File: src/rtl/if_fetch_unit.sv
// IF-stage fetch initiator: owns the fetch PC, issues word requests over a req/ack
// handshake, and buffers returned instructions in a 2-entry queue toward decode.
module if_fetch_unit #(
    parameter logic [31:0] RESET_PC = 32'h0000_0000
) (
    input  logic        clk,
    input  logic        rst,
    output logic        imem_req,
    output logic [31:0] imem_addr,
    input  logic        imem_ack,
    input  logic [31:0] imem_rdata,
    input  logic        redirect_valid,
    input  logic [31:0] redirect_pc,
    output logic        if_valid,
    output logic [31:0] if_pc,
    output logic [31:0] if_instr,
    input  logic        id_ready
);

    typedef enum logic [1:0] {StIdle, StReq, StDrop} state_e;

    state_e      state_q, state_d;
    logic [31:0] fetch_pc_q, fetch_pc_d;
    logic [31:0] req_addr_q, req_addr_d;
    logic [31:0] pend_pc_q, pend_pc_d;
    logic [31:0] head_pc_q, head_pc_d, head_instr_q, head_instr_d;
    logic [31:0] tail_pc_q, tail_pc_d, tail_instr_q, tail_instr_d;
    logic [1:0]  count_q, count_d;

    logic        pop;
    logic        push;
    logic [1:0]  count_after_pop;
    logic [31:0] target;
    logic [31:0] fetch_pc_inc;

    assign target       = {redirect_pc[31:2], 2'b00};
    assign fetch_pc_inc = fetch_pc_q + 32'd4;

    assign if_valid  = (count_q != 2'd0);
    assign if_pc     = head_pc_q;
    assign if_instr  = head_instr_q;
    assign imem_req  = (state_q != StIdle);
    assign imem_addr = req_addr_q;

    assign pop             = if_valid & id_ready;
    assign count_after_pop = count_q - {1'b0, pop};

    always_comb begin
        state_d      = state_q;
        fetch_pc_d   = fetch_pc_q;
        req_addr_d   = req_addr_q;
        pend_pc_d    = pend_pc_q;
        head_pc_d    = head_pc_q;
        head_instr_d = head_instr_q;
        tail_pc_d    = tail_pc_q;
        tail_instr_d = tail_instr_q;
        count_d      = count_q;
        push         = 1'b0;

        case (state_q)
            StIdle: begin
                if (redirect_valid) begin
                    fetch_pc_d = target;
                    req_addr_d = target;
                    state_d    = StReq;
                end else if (count_after_pop < 2'd2) begin
                    req_addr_d = fetch_pc_q;
                    state_d    = StReq;
                end
            end
            StReq: begin
                if (redirect_valid) begin
                    if (imem_ack) begin
                        fetch_pc_d = target;
                        req_addr_d = target;
                    end else begin
                        pend_pc_d = target;
                        state_d   = StDrop;
                    end
                end else if (imem_ack) begin
                    push       = 1'b1;
                    fetch_pc_d = fetch_pc_inc;
                    // Queue becomes full after this push: stop requesting.
                    if (count_after_pop == 2'd1) begin
                        state_d = StIdle;
                    end else begin
                        req_addr_d = fetch_pc_inc;
                    end
                end
            end
            StDrop: begin
                if (imem_ack) begin
                    fetch_pc_d = redirect_valid ? target : pend_pc_q;
                    req_addr_d = redirect_valid ? target : pend_pc_q;
                    state_d    = StReq;
                end else if (redirect_valid) begin
                    pend_pc_d = target;
                end
            end
            default: state_d = StIdle;
        endcase

        if (redirect_valid) begin
            count_d = 2'd0;
        end else begin
            if (pop) begin
                head_pc_d    = tail_pc_q;
                head_instr_d = tail_instr_q;
            end
            // New entry lands right behind whatever survives the pop.
            if (push) begin
                if (count_after_pop == 2'd0) begin
                    head_pc_d    = req_addr_q;
                    head_instr_d = imem_rdata;
                end else begin
                    tail_pc_d    = req_addr_q;
                    tail_instr_d = imem_rdata;
                end
            end
            count_d = count_after_pop + {1'b0, push};
        end
    end

    always_ff @(posedge clk or negedge rst) begin
        if (!rst) begin
            state_q      <= StIdle;
            fetch_pc_q   <= RESET_PC;
            req_addr_q   <= RESET_PC;
            pend_pc_q    <= RESET_PC;
            head_pc_q    <= 32'h0;
            head_instr_q <= 32'h0;
            tail_pc_q    <= 32'h0;
            tail_instr_q <= 32'h0;
            count_q      <= 2'd0;
        end else begin
            state_q      <= state_d;
            fetch_pc_q   <= fetch_pc_d;
            req_addr_q   <= req_addr_d;
            pend_pc_q    <= pend_pc_d;
            head_pc_q    <= head_pc_d;
            head_instr_q <= head_instr_d;
            tail_pc_q    <= tail_pc_d;
            tail_instr_q <= tail_instr_d;
            count_q      <= count_d;
        end
    end

endmodule

File: config.mk
export PLATFORM = sky130hd
export DESIGN_NAME = if_fetch_unit
export DESIGN_NICKNAME = d
export VERILOG_FILES = /design/src/rtl/if_fetch_unit.sv
export SDC_FILE = /design/constraint.sdc
export NUM_CORES = 1
export LEC_CHECK = 0
export CORE_UTILIZATION = 59
export DETAILED_ROUTE_END_ITERATION = 10
export PLACE_DENSITY = 0.86
export SYNTH_ARGS = -nofsm -noshare
export SYNTH_HDL_FRONTEND = slang
export SYNTH_SLANG_ARGS = --single-unit
File: constraint.sdc
create_clock -name clk -period 3.8 [get_ports clk]
set_input_delay 0.38 -clock clk [delete_from_list [all_inputs] [get_ports clk]]
set_output_delay 0.38 -clock clk [all_outputs]
set_load 0.02 [all_outputs]
==> flow_summary.toml <==
[clock_network]
cts_root_buf = "clkbuf_16"
cts_tree = "yes"
clockBufferDepth = 3
cts.repair.resized = 0
postCtsSetupBuffers = 0
clock_latency_ns = 0.52
clk_pin_slew_ns = 0.06
clock-sinks = 228
htree_levels = 1
cts_inserted_buffers = 25

[logic_synthesis]
synth_area_sq_um = 11100
yosysTopAreaCellShare_pct = 51.2
avgSynthCellArea_sq_um = 10.7
yosys-top-cells-area = "dfrtp_1 51%, mux2_2 9.3%, o2bb2ai_1 5.0%, a22oi_1 4.8%, o21ai_0 3.5%"
synth.distinct_cells = 64
synth-edff-count = 0
syn-instance-count = 1038
seq_area_frac_synth_pct = 51.2
ys_ff_latch = 228
ys.flop_type = "dfrtp_1"
synth_warnings = 0
synth_top_cell_by_area = "dfrtp_1"
synth_nets = 1114
synth-async-reset-ratio_pct = 100

[sta]
slew_viol_final = 0
fin_skew_ns = 0.0116
setup_ws_ns = 0.920
fmax_ghz = 0.347
post-route-min-period_ns = 2.88
finalSetupViolCount = 0
post-route-period-util_pct = 75.8
tns_ns = 0
hold_slack_ns = 0.401
slew-limit-headroom_pct = 19.8
finalHoldViolations = 0
rsz0062_at_grt = "no"
tightest_slew_ns = 1.19

[floorplanning]
start_util_pct = 61.2
io_pins = 167
dieArea_sq_um = 19400
core_area_sq_um = 18200
fp-row-count = 49
die_h_um = 139
die_w_um = 139

[final_layout]
instances_no_fill = 1415
layout-drive-gt1-share_pct = 14.1
final_area_sq_um = 13800
nets = 1245
area_growth_pct = 23.7
n_antenna_cell = 0
final_core_util_pct = 75.7

[routing]
postRouteAntennaNets = 0
detail_route.wl_per_cell_um = 21.0
vias = 9236
remaining_drc_errors = 0
wirelength_um = 29700
via_per_inst = 6.53
drt_first_pass_iters = 5
first_iter_violations = 913

[global_routing]
overflow = 0
grt_pass1_vias = 9220
grt_pass1_wl_um = 48900
antenna_found_initial = 0
grt_usage_pct = 31.2
grt_max_degree = 96

[place]
dpl-instance-area_sq_um = 13000
dp_slack_ns = 0.998
numPlacedInstances = 1370
io_buffer_count = 164
dpl.hpwl_um = 19000
gp_congestion = 0.907

[critical_path]
path_class = "reg2reg"
critPathCaptureType = "flop"
cp-start-kind = "flop"
crit_arrival_ns = 3.26
cp_max_fo = 18
required_ns = 4.18

[hold_path]
min_path_type = "in2reg"

[pwr]
vdd_drop_max_mv = 0.471
p_per_area_nw_per_um2 = 839
p_total_mw = 11.6
leakage_nw = 5.85

[flow_run]
cap_violations = 0

[status]
status = "finished, final reports clean"
-- synthesized netlist by cell type, types with 6 or more instances --
cell type    n
nor2b_1      9
nand2_1     88
nor3_1       6
clkbuf_1    71
o211ai_1     6
nor4_1       8
o2bb2ai_1   64
dfrtp_1    228
mux2i_1     36
o21ai_0     78
a22oi_1     71
inv_1       18
o41ai_1      7
ha_1         7
a22o_1       6
buf_2        8
nand4_1     12
a31oi_1     17
a21oi_1     34
a21o_1       9
nand3_1     15
and2_1       7
nor2_1      41
nand2b_1     6
mux2_2      92
o31ai_1     10
-- flip-flops by register name, summed over array words and instances, names as in the netlist --
signal and flops:
if_instr 32, state_q 2, count_q 2, if_pc 32, tail_instr_q 32, pend_pc_q 32
fetch_pc_q 32, imem_addr 32, tail_pc_q 32
-- metal layers --
metal | GRT usage, % | wire length [um] | vias up | part of all wire (%)
met5 | 0 | 0 | - | 0
met4 | 12.5 | 876 | 0 | 3.0
met3 | 5.20 | 2360 | 78 | 7.9
met2 | 50.2 | 14000 | 427 | 47
met1 | 42.4 | 12500 | 4572 | 42
li1 | - | - | 4159 | -
-- path summary, 6_finish.rpt --
check | cells after the start | from | end | slack (ns)
worst max-delay path | 7 | state_q[0] | fetch_pc_q[10] | 0.92
worst min-delay path | 2 | redirect_valid | count_q[1] | 0.40
worst max register to register | 7 | state_q[0] | fetch_pc_q[10] | 0.92
worst min register to register | 1 | if_pc[3] | if_pc[3] | 0.48
max in group asynchronous | 3 | rst | imem_addr[1] | 2.40
min in group asynchronous | 2 | rst | if_instr[11] | 0.46
-- power breakdown --
part	internal (mW)	switching, mW
Sequential	3.42	0.841
Combinational	2.25	2.75
Clock	1.37	0.954
-- critical path: stages (launching register included) --
cell and delay, ns:
dfrtp_1 0.41, inv_1 0.10, ha_1 0.44, or2_2 0.48
a211o_1 0.61, buf_4 0.33, a221oi_1 0.25, a22oi_1 0.11
-- layout by cell type, fill, tap and decap left out, types with 7 or more instances in the layout --
cell type | Yosys | layout
o21ai_0 | 78 | 78
a21oi_1 | 34 | 34
nor2b_1 | 9 | 9
a22oi_1 | 71 | 71
nand4_1 | 12 | 12
nand2_1 | 88 | 87
clkdlybuf4s50_1 | 0 | 162
o2bb2ai_1 | 64 | 64
dfrtp_1 | 228 | 228
o41ai_1 | 7 | 7
a21o_1 | 9 | 9
a31oi_1 | 17 | 17
and2_1 | 7 | 7
mux2_2 | 92 | 92
buf_4 | 2 | 22
o31ai_1 | 10 | 10
inv_1 | 18 | 18
clkbuf_8 | 0 | 8
nor4_1 | 8 | 7
mux2i_1 | 36 | 36
clkbuf_16 | 0 | 25
clkbuf_1 | 71 | 8
nor2_1 | 41 | 39
ha_1 | 7 | 7
nand3_1 | 15 | 14
-- cell type report --
class | count | area (sq um)
fill | 1221 | 4430
clock inverter | 3 | 18.8
clock buffer | 41 | 766
multi-input combinational | 706 | 5060
timing repair buffer | 189 | 1870
sequential | 228 | 5710
inverter | 19 | 71.3
tap | 229 | 287
-- timing repair --
item,CTS,global route
endpoints found under the hold margin,92,0
hold buffers,1,0
setup endpoints to repair,0,0
-- kinds of logic after synthesis --
logic type                 synth area share (%)
muxes                                      12.5
DFF                                        51.2
AOI/OAI and AO/OA                          21.6
xor gates and xnor gates                  0.629
adders and majority gates                 0.786
buffers and inverters                      3.66
and+or+nand+nor                            9.58
Note: power is estimated with default switching activity, not from simulation.
